### src/rtl/lc3_mem_master.sv
// LC3 memory-side initiator. It arbitrates between fetch and data requests,
// holds each memory strobe until complete, and aborts stalled accesses with a watchdog.
module lc3_mem_master #(
    parameter int TIMEOUT = 255
) (
    input  logic        clk,
    input  logic        reset,
    // core side
    input  logic        fetch_req,
    input  logic [15:0] fetch_pc,
    output logic        fetch_ack,
    output logic [15:0] fetch_instr,
    input  logic        data_req,
    input  logic        data_we,
    input  logic [15:0] data_addr,
    input  logic [15:0] data_wdata,
    output logic        data_ack,
    output logic [15:0] data_rdata,
    output logic        busy,
    output logic        timeout_err,
    // instruction memory side
    output logic        instrmem_rd,
    output logic [15:0] pc,
    input  logic [15:0] Instr_dout,
    input  logic        complete_instr,
    // data memory side
    output logic        Data_rd,
    output logic        Data_wr,
    output logic [15:0] Data_addr,
    output logic [15:0] Data_din,
    input  logic [15:0] Data_dout,
    input  logic        complete_data
);

    typedef enum logic [1:0] {IDLE, FETCH, DREAD, DWRITE} state_t;

    // The watchdog counter only needs to reach TIMEOUT-1.
    localparam int            CW      = (TIMEOUT < 2) ? 1 : $clog2(TIMEOUT + 1);
    localparam logic [CW-1:0] WD_LAST = CW'(TIMEOUT - 1);

    state_t        state;
    logic [CW-1:0] wd_cnt;
    logic          wd_expire;

    // Set on the last allowed strobe cycle. A complete on that same edge still wins.
    assign wd_expire = (TIMEOUT != 0) && (wd_cnt == WD_LAST);

    // NOTE: every register here is assigned with <= so that all of them
    // sample the pre-edge values. This keeps the block order-independent.
    always_ff @(posedge clk or negedge reset) begin
        if (!reset) begin
            state       <= IDLE;
            wd_cnt      <= '0;
            busy        <= 1'b0;
            fetch_ack   <= 1'b0;
            fetch_instr <= 16'h0000;
            data_ack    <= 1'b0;
            data_rdata  <= 16'h0000;
            timeout_err <= 1'b0;
            instrmem_rd <= 1'b0;
            pc          <= 16'h0000;
            Data_rd     <= 1'b0;
            Data_wr     <= 1'b0;
            Data_addr   <= 16'h0000;
            Data_din    <= 16'h0000;
        end else begin
            fetch_ack   <= 1'b0;
            data_ack    <= 1'b0;
            timeout_err <= 1'b0;

            case (state)
                IDLE: begin
                    // During its own ack cycle, a requester's still-high req is stale.
                    if (data_req && !data_ack) begin
                        Data_addr <= data_addr;
                        wd_cnt    <= '0;
                        busy      <= 1'b1;
                        if (data_we) begin
                            state    <= DWRITE;
                            Data_din <= data_wdata;
                            Data_wr  <= 1'b1;
                        end else begin
                            state    <= DREAD;
                            Data_rd  <= 1'b1;
                        end
                    end else if (fetch_req && !fetch_ack) begin
                        state       <= FETCH;
                        pc          <= fetch_pc;
                        instrmem_rd <= 1'b1;
                        wd_cnt      <= '0;
                        busy        <= 1'b1;
                    end
                end

                FETCH: begin
                    if (complete_instr || wd_expire) begin
                        fetch_instr <= complete_instr ? Instr_dout : 16'h0000;
                        timeout_err <= !complete_instr;
                        fetch_ack   <= 1'b1;
                        instrmem_rd <= 1'b0;
                        busy        <= 1'b0;
                        state       <= IDLE;
                    end else begin
                        wd_cnt <= wd_cnt + CW'(1);
                    end
                end

                DREAD: begin
                    if (complete_data || wd_expire) begin
                        data_rdata  <= complete_data ? Data_dout : 16'h0000;
                        timeout_err <= !complete_data;
                        data_ack    <= 1'b1;
                        Data_rd     <= 1'b0;
                        busy        <= 1'b0;
                        state       <= IDLE;
                    end else begin
                        wd_cnt <= wd_cnt + CW'(1);
                    end
                end

                DWRITE: begin
                    if (complete_data || wd_expire) begin
                        timeout_err <= !complete_data;
                        data_ack    <= 1'b1;
                        Data_wr     <= 1'b0;
                        busy        <= 1'b0;
                        state       <= IDLE;
                    end else begin
                        wd_cnt <= wd_cnt + CW'(1);
                    end
                end

                default: begin
                    state       <= IDLE;
                    busy        <= 1'b0;
                    instrmem_rd <= 1'b0;
                    Data_rd     <= 1'b0;
                    Data_wr     <= 1'b0;
                end
            endcase
        end
    end

endmodule

### config.mk
export PLATFORM = sky130hd
export DESIGN_NAME = lc3_mem_master
export DESIGN_NICKNAME = d
export VERILOG_FILES = /design/src/rtl/lc3_mem_master.sv
export SDC_FILE = /design/constraint.sdc
export NUM_CORES = 1
export LEC_CHECK = 0
export BUFFER_PORTS_ARGS = -buffer_cell sky130_fd_sc_hd__buf_2
export CORE_ASPECT_RATIO = 0.7
export CORE_MARGIN = 10
export CORE_UTILIZATION = 50
export DETAILED_ROUTE_END_ITERATION = 7
export GPL_TIMING_DRIVEN = 0
export PLACE_DENSITY = 0.93
export SETUP_SLACK_MARGIN = 0.02
export SKIP_LAST_GASP = 1
export SLEW_MARGIN = 20
export SYNTH_ARGS = -nofsm -noshare
export SYNTH_HDL_FRONTEND = slang
export SYNTH_SLANG_ARGS = --single-unit
### constraint.sdc
create_clock -name clk -period 2.6 [get_ports clk]
set_input_delay 0.52 -clock clk [delete_from_list [all_inputs] [get_ports clk]]
set_output_delay 0.52 -clock clk [all_outputs]
set_load 0.03 [all_outputs]
* Word-level counts from Yosys, hierarchy flattened *
Cells that the tools add are included.
W data, S select, Z words.

word-level totals
  register bits after elaboration = 97
  input bits = 87

operators by class
  mux-type cells = 33
  $add $sub $neg = 1
  reductions and logical operators = 23
  equality and inequality tests = 16
  bitwise operators = 1

operators by type and width
  cell                   number
  $mux W16               2
  $mux W8                4
  $pmux W8 S3            1
  $ne A2 B2 Y1 const B   10
  $mux W1                16
  $reduce_and A3 Y1      4
  $reduce_and A4 Y1      3
  $add A8 B1 Y8 const B  1
  $eq A8 B8 Y1 const B   1
  $mux W2                4
  $pmux W1 S2            4
  $pmux W2 S3            1
  $reduce_and A2 Y1      3
  $reduce_bool A2 Y1     3
  $eq A2 B2 Y1 const B   2
  $logic_not A1 Y1       4
  $ne A3 B3 Y1 const B   1
  $pmux W1 S3            1
  $eq A2 B1 Y1 const B   1
  $logic_and A1 B1 Y1    2
  $logic_not A2 Y1       1
  $logic_or A1 B1 Y1     2
  $ne A2 B1 Y1 const B   1
  $reduce_or A2 Y1       1
  $not A1 Y1             1

* Longest topological paths before layout *
Gate-level depths: netlist of the first run.

  word-level depth = 5
  mapped depth = 7
  mapped depth without buffers = 7

* Least setup slack after synthesis of the first run *
OpenSTA, ideal clock, no wires.

  kind = reg2reg
  start = reg state[1]
  end = reg Data_din[0]
  stages on the path, launching flop included = 8
  slack = 915 ps
  arrival time = 1560 ps
  cell sequence = dfrtp_1 > buf_6 > or2_1 > buf_6 > nor2_8 > nand2_4 > buf_6 > mux2_4

on the way
  word-level cells in the longest chain between the ends = 2

ends and longest elaborated chain
  item                                line  RTL
  start, declared                     41    state_t state;
  start signal, assigned              52    state <= IDLE;
  start signal, assigned              79    state <= DWRITE;
  start signal, assigned              83    state <= DREAD;
  $logic_not A2 Y1                    71    case (state)
  $reduce_and A3 Y1 (no source line)  n/a
  end signal, assigned                80    Data_din <= data_wdata;
  end, declared                       30    output logic [15:0] Data_din,

No other way between the ends.
A chain may end at the register's enable or synchronous reset.

* Worst setup path in the final report of the first run *
  start = reg wd_cnt[0]
  end = reg fetch_instr[11]

on the way
  word-level cells in the longest chain between the ends = 3

ends and longest elaborated chain
  item                                line  RTL
  start, declared                     42    logic [CW-1:0] wd_cnt;
  start signal, assigned              104   wd_cnt <= wd_cnt + CW'(1);
  start signal, assigned              117   wd_cnt <= wd_cnt + CW'(1);
  start signal, assigned              129   wd_cnt <= wd_cnt + CW'(1);
  $eq A8 B8 Y1                        46    assign wd_expire = (TIMEOUT != 0) && (wd_cnt == WD_LAST);
  $logic_or A1 B1 Y1                  96    if (complete_instr || wd_expire) begin
  $reduce_and A2 Y1 (no source line)  n/a
  end signal, assigned                97    fetch_instr <= complete_instr ? Instr_dout : 16'h0000;
  end, declared                       12    output logic [15:0] fetch_instr,

No other way between the ends.

==> impl_metrics.csv, run 1 <==
group,metric,value,unit
power,powerDensity,1397,nW/um^2
power,clkPwrFrac,12.8,%
die,core_area,7385,sq um
worst_setup_path,r2r-start,"wd_cnt[0]$_DFFE_PN0P_",
grt,grt_max_degree,54,
yosys,syn_area_per_cell,14.52,sq um
power,p_leak,2.618,nW
yosys,synth_compound_area_share,12.48,%
worst_setup_path,end_kind,"register",
die,initial_core_util,52.12,%
die,rows,26,
yosys,synthDistinctLibCells,41,
routing,dr.first_iter.drc_count,144,
die,io_pins,174,
placement,io_buffer_count,173,
worst_setup_path,cp.required,2840,ps
worst_setup_path,startpoint,"wd_cnt[0]$_DFFE_PN0P_",
clock_tree,clk_latency,350,ps
cells_and_area,nNetsFinal,539,
routing,drt-wirelength-per-cell,19.03,um
yosys,synth-edff-count,0,
timing,relSlewSlack,71.30,%
worst_setup_path,rrSetupSlack,650,ps
routing,routed_via_density,5.226,
yosys,synth_top_family_by_area,"multiplexers",
worst_setup_path,arrival,2190,ps
yosys,synthArstFlopShare,100.0,%
grt,antenna_found_initial,0,
timing,rsz0062_at_grt,"no",
grt,grt_overflow,0,
yosys,ys_seq_area_share,63.07,%
placement,place.gp.congestion,0.9026,
power,switchingPower,0.003188,W
run_status,status,"completed",
timing,finalHoldViolCount,0,
die,die_w,124.9,um
placement,dp_hpwl,8336,um
cells_and_area,diodes,0,
yosys,synthXorXnorAreaFrac,0,%
yosys,synth-simple-area-share,5.949,%
clock_tree,clkSlewWorstSetupHoldPaths,90,ps
clock_tree,post-cts-setup-buffer-count,0,
cells_and_area,syn2layout_area_growth,31.40,%
yosys,yosysWarnings,0,
yosys,synthFlopType,"dfrtp_1",
yosys,synthesis.instances,265,
clock_tree,cts-root-buf,"clkbuf_8",
clock_tree,cts_tree,"done",
yosys,synth.cell_area,3849,sq um
placement,place_ws,640.5,ps
clock_tree,post_cts_resized,0,
clock_tree,cts_made_buffers,9,
timing,max_freq,0.5117,GHz
power,vdd_drop_max,0.8227,mV
yosys,synth_fa_ha_area_share,0.6502,%
grt,grt_usage,18.01,%
cells_and_area,layout-drive-gt1-share,56.04,%
worst_setup_path,rr_endpoint,"fetch_instr[11]$_DFFE_PN0P_",
routing,drtPass1Iterations,4,
worst_setup_path,cp_max_fo,10,
timing,setup_slack,645.6,ps
clock_tree,cts_sinks,97,
flow_run,max_cap_violations,0,
routing,wl,10520,um
die,die_h,93.41,um
timing,finalClockSkew,6.570,ps
power,p_sw_share,45.11,%
timing,tns,0,ps
power,seq_power_share,36.5,%
routing,antenna_left,0,
routing,vias,2890,
routing,drc,0,
worst_setup_path,cp-endpoint,"fetch_instr[11]$_DFFE_PN0P_",
timing,worstMarginPinSlew,430.6,ps
grt,grt_pass1_wl,17080,um
yosys,ys_ff_latch,97,
worst_setup_path,critPathKind,"reg2reg",
worst_setup_path,start_kind,"register",
timing,finalSetupViolCount,0,
die,die_area,11660,sq um
timing,slew_violations,0,
timing,post-route-min-period,1954,ps
power,cellInternalPower,0.003879,W
worst_setup_path,rr_worst_depth,7,
worst_hold_path,hold_path.class,"in2async",
yosys,mappedNetlistNets,354,
power,p_comb_share,50.7,%
clock_tree,hold_buffers,0,
timing,period_share,75.17,%
clock_tree,clock_path_buffers,2,
yosys,synthMuxAreaShare,15.28,%
clock_tree,h-tree-depth,3,
grt,grt_pass1_vias,3254,
metal layers:
layer	up-vias	GRT usage, %	share of wire [%]
li1	1345	-	-
met1	1393	20.55	41
met3	11	9.475	12
met4	0	5.354	1.0
met5	-	0	0
met2	141	29.12	46
state kept, by name, indices dropped and copies added (netlist names):
register and flops:
pc 16, fetch_instr 16, Data_wr 1, Data_rd 1, Data_addr 16, instrmem_rd 1, Data_din 16, busy 1
data_rdata 16, wd_cnt 8, state 2, data_ack 1, timeout_err 1, fetch_ack 1
kinds of logic after synthesis:
kind of cell	after synthesis
muxes	49
AOI/OAI and AO/OA	61
adders and majority gates	2
DFF	97
buffers and inverters	17
and+or+nand+nor	39
cell usage in the layout, fill, tap and decap left out, types with 2 or more instances in the layout:
cell / instances
a21o_1: 4
a21oi_1: 5
a22o_1: 32
a31oi_1: 4
and2_1: 2
buf_2: 178
buf_6: 4
clkbuf_1: 2
clkbuf_8: 10
clkinvlp_4: 3
dfrtp_1: 97
ha_1: 2
inv_1: 4
inv_6: 2
mux2_2: 38
mux2_4: 10
nand2_1: 4
nand3_1: 8
nor2_1: 7
nor2b_1: 5
nor3_1: 3
o21a_1: 2
o21ai_0: 4
o21ai_2: 2
or4_1: 2
cells in the mapped netlist (2+ instances only):
master    number  area, sq um
o21ai_2        2        17.52
nand2_1        4        15.01
a21oi_1        5        25.02
mux2_4        10        150.1
o21a_1         2        15.01
inv_1          4        15.01
and2_1         2        12.51
clkbuf_1       2        7.510
or4_1          2        15.01
o21ai_0        4        20.02
nor3_1         3        15.01
mux2_2        38        427.9
a22o_1        32        280.3
buf_2          6        30.03
ha_1           2        25.02
a21o_1         4        30.03
buf_6          3        33.78
nand3_1        8        40.04
dfrtp_1       97         2427
nor2_1         7        26.28
nor2b_1        5        31.28
a31oi_1        4        25.02
worst min-delay path by stage:
stage                                             to           startpoint
after floorplan             Data_addr[0]$_DFFE_PN0P_                reset
after global placement           Data_rd$_DFFE_PN0P_  Data_rd$_DFFE_PN0P_
after detailed placement   data_rdata[8]$_DFFE_PN0P_                reset
after CTS                 data_rdata[15]$_DFFE_PN0P_                reset
after global routing       data_rdata[1]$_DFFE_PN0P_                reset
final                      data_rdata[1]$_DFFE_PN0P_                reset
layout make-up:
type | count | area (sq um)
plain buffers | 13 | 83.83
repair buffers | 174 | 899.6
multi-input cells | 151 | 1323
fillers | 521 | 2327
well taps | 98 | 122.6
clock inverters | 6 | 48.80
clock buffers | 10 | 137.6
flip-flops and latches | 97 | 2427
inverters | 4 | 15.01
worst max-delay path: stages (launching register included):
cell and delay [ps]:
dfrtp_1 430, inv_1 70, ha_1 140, nand3_1 130
nor2_1 360, o21ai_2 200, buf_2 230, a22o_1 260
power by group through the flow:
stage / Combinational (W) / Sequential, W / Clock (W)
2_1_floorplan: 0.00118 / 0.00387 / 0
3_3_place_gp: 0.00354 / 0.00253 / 0
3_5_place_dp: 0.00362 / 0.00260 / 0
4_1_cts: 0.00364 / 0.00258 / 0.000944
5_1_grt: 0.00382 / 0.00267 / 0.00100
6_report: 0.00358 / 0.00258 / 0.000905
per-stage QoR:
stage | util [%] | hold WS (ps) | power [W] | instance area, sq um | cells
floorplan | - | 224.4 | 0.005057 | 3849 | 265
global placement | 65.50 | 461.3 | 0.006074 | 4837 | 536
detailed placement | 65.96 | 468.8 | 0.006224 | 4871 | 537
CTS | 68.49 | 73.18 | 0.007157 | 5057 | 553
global route | 68.49 | 93.57 | 0.007499 | 5057 | 553
finish | 68.49 | 82.33 | 0.007067 | 5057 | 553
Note: power is estimated with default switching activity, not from simulation.
==> run 2: changes to the inputs <==
- ABC_AREA: not set -> 1
- CORE_UTILIZATION: 50 -> 43
- PLACE_DENSITY: 0.93 -> 0.85
- clock period: 2.6 -> 1.6 ns (I/O delays scaled with it)
==> impl_metrics.csv, run 2 <==
group,metric,value,unit
yosys,synth-edff-count,0,
yosys,synthDistinctLibCells,29,
yosys,mappedNetlistNets,460,
cells_and_area,layout_commonest_cell,"buf_2",
placement,io_buffer_count,171,
routing,routed_via_density,4.785,
yosys,yosys-top-cells-count,"dfrtp_1, nand2_1, nand3_1, inv_1, mux2_2",
run_status,status,"completed",
worst_hold_path,min_from,"data_addr[9]",
clock_tree,cts_made_buffers,9,
die,core_area,9216,sq um
grt,grt_pass1_vias,3450,
yosys,synth.cell_area,4121,sq um
clock_tree,h-tree-depth,3,
yosys,ys_ff_latch,97,
routing,antenna_left,0,
die,die_h,101.9,um
placement,dp_hpwl,8912,um
worst_setup_path,r2r-start,"state[0]$_DFFE_PN0P_",
cells_and_area,layout-drive-gt1-share,47.31,%
clock_tree,clk_latency,340,ps
cells_and_area,nNetsFinal,661,
yosys,synthesis.instances,371,
cells_and_area,most-common-layout-cells,"buf_2, dfrtp_1, nand2_1, nand3_1, inv_1",
power,vdd_drop_max,1.654,mV
die,io_pins,174,
yosys,synth_top_area_share,58.89,%
timing,timing.hold.ws,188.1,ps
routing,drt-wirelength-per-cell,16.49,um
grt,grt_max_degree,55,
placement,place.gp.congestion,0.8439,
yosys,synthArstFlopShare,100.0,%
timing,finalSetupViolCount,0,
worst_setup_path,arrival,1720,ps
power,p_leak,3.065,nW
timing,rsz0062_at_grt,"yes",
flow_run,max_cap_violations,0,
timing,worstMarginPinSlew,494.3,ps
die,rows,29,
timing,relSlewSlack,66.90,%
worst_setup_path,rr_worst_depth,5,
worst_setup_path,critPathKind,"reg2reg",
worst_hold_path,hold_path.class,"in2reg",
die,die_w,137.0,um
timing,max_freq,0.6681,GHz
worst_setup_path,end_kind,"register",
timing,finalHoldViolCount,0,
yosys,yosysMostFrequentCell,"dfrtp_1",
cells_and_area,syn2layout_area_growth,38.25,%
grt,antenna_found_initial,0,
die,die_area,13960,sq um
clock_tree,clock_path_buffers,2,
worst_hold_path,min_to,"Data_addr[9]$_DFFE_PN0P_",
timing,setup_slack,103.1,ps
worst_setup_path,rrSetupSlack,100,ps
worst_setup_path,cp_max_fo,10,
worst_hold_path,hold_depth,2,
routing,vias,3354,
power,powerDensity,2283,nW/um^2
routing,drc,0,
routing,drtPass1Iterations,4,
grt,grt_overflow,0,
worst_setup_path,cp.required,1820,ps
cells_and_area,diodes,0,
clock_tree,cts_sinks,97,
yosys,synthFlopType,"dfrtp_1",
yosys,yosysWarnings,0,
clock_tree,cts_tree,"done",
yosys,synth.area.top_cells,"dfrtp_1, nand2_1, mux2_4",
timing,finalClockSkew,9.083,ps
die,initial_core_util,44.72,%
worst_setup_path,start_kind,"register",
cells_and_area,n_fill_cell,754,
grt,grt_usage,16.01,%
yosys,netlist.top_cell.by_area,"dfrtp_1",
routing,wl,11560,um
clock_tree,cts-root-buf,"clkbuf_16",
yosys,ys_seq_area_share,58.89,%
timing,slew_violations,0,
grt,grt_pass1_wl,17710,um
yosys,syn_area_per_cell,11.11,sq um
placement,place_ws,-100.7,ps
timing,period_share,93.55,%
timing,post-route-min-period,1497,ps
worst_setup_path,rr_endpoint,"Data_addr[8]$_DFFE_PN0P_",
routing,dr.first_iter.drc_count,167,
clock_tree,clkSlewWorstSetupHoldPaths,70,ps
[run 2: cell count changes after synthesis, sizes merged, moves of 4 or more]
cell	delta
nor2	+11
o21ai	+16
nand2	+84
a21o	-4
a31oi	-4
inv	+27
nand3	+31
nor2b	-5
a22o	-32
[run 2: final cells by class]
cell class	count	area, sq um	share of cell area, %
sequential	97	2429	42.62
multi-input combinational	231	1534	26.92
timing repair buffer	190	1035	18.16
clock buffer	10	239.0	4.194
tap	124	155.1	2.723
inverter	31	116.4	2.042
clock inverter	6	96.34	1.691
buffer	12	93.84	1.647
[run 2: worst max-delay path by stage]
stage	endpoint	slack, ps	depth (start not counted)	start
floorplan	Data_din[0]$_DFFE_PN0P_	100	4	data_ack$_DFF_PN0_
global placement	pc[5]$_DFFE_PN0P_	-720	1	reset
detailed placement	data_rdata[10]$_DFFE_PN0P_	-100	10	wd_cnt[0]$_DFFE_PN0P_
CTS	pc[11]$_DFFE_PN0P_	40	5	state[0]$_DFFE_PN0P_
global route	data_rdata[15]$_DFFE_PN0P_	-20	10	wd_cnt[0]$_DFFE_PN0P_
finish	Data_addr[8]$_DFFE_PN0P_	100	5	state[0]$_DFFE_PN0P_
[run 2: cell families after synthesis]
family | synth area share (%)
buffers and inverters | 4.766
multiplexers | 14.75
adder cells (fa/ha/maj) | 0.6071
flip-flops | 58.90
AO/OA/AOI/OAI | 4.190
AND/OR/NAND/NOR | 16.79
[run 2: what timing repair did]
item,in CTS,in global routing
pin swaps,1,4
gates resized for setup,5,12
cloned,0,1
setup buffers,3,13
endpoints found under the setup margin,37,55
hold endpoints to repair,43,0
hold buffers,1,0
[run 2: layer usage]
| layer | track usage (%) | wire [um] |
|---|---|---|
| met3 | 7.794 | 1083 |
| met1 | 17.89 | 4511 |
| met2 | 26.90 | 5862 |
| met5 | 0 | 0 |
| met4 | 4.362 | 102 |
[run 2: power by group]
part / internal, W / leakage, nW / switching (W)
sequential: 0.00358 / 1.19 / 0.000630
clock: 0.00143 / 0.162 / 0.000957
combinational: 0.00226 / 1.72 / 0.00414
total: 0.00728 / 3.06 / 0.00573
[run 2: per-stage QoR]
step	setup TNS (ps)	total power (W)	cells	area [sq um]	utilization [%]
2_1_floorplan	0	0.008393	371	4121	-
3_3_place_gp	-69680	0.01014	666	5132	55.69
3_5_place_dp	-1039	0.01036	667	5166	56.05
4_1_cts	0	0.01288	687	5552	60.24
5_1_grt	-92.88	0.01376	701	5698	61.82
6_report	0	0.01301	701	5698	61.82
[run 2: critical path: stages, from the launching register on]
cell	delay [ps]
dfrtp_1	370
buf_6	150
nor2_8	190
nand2_4	120
buf_4	210
mux2_1	320
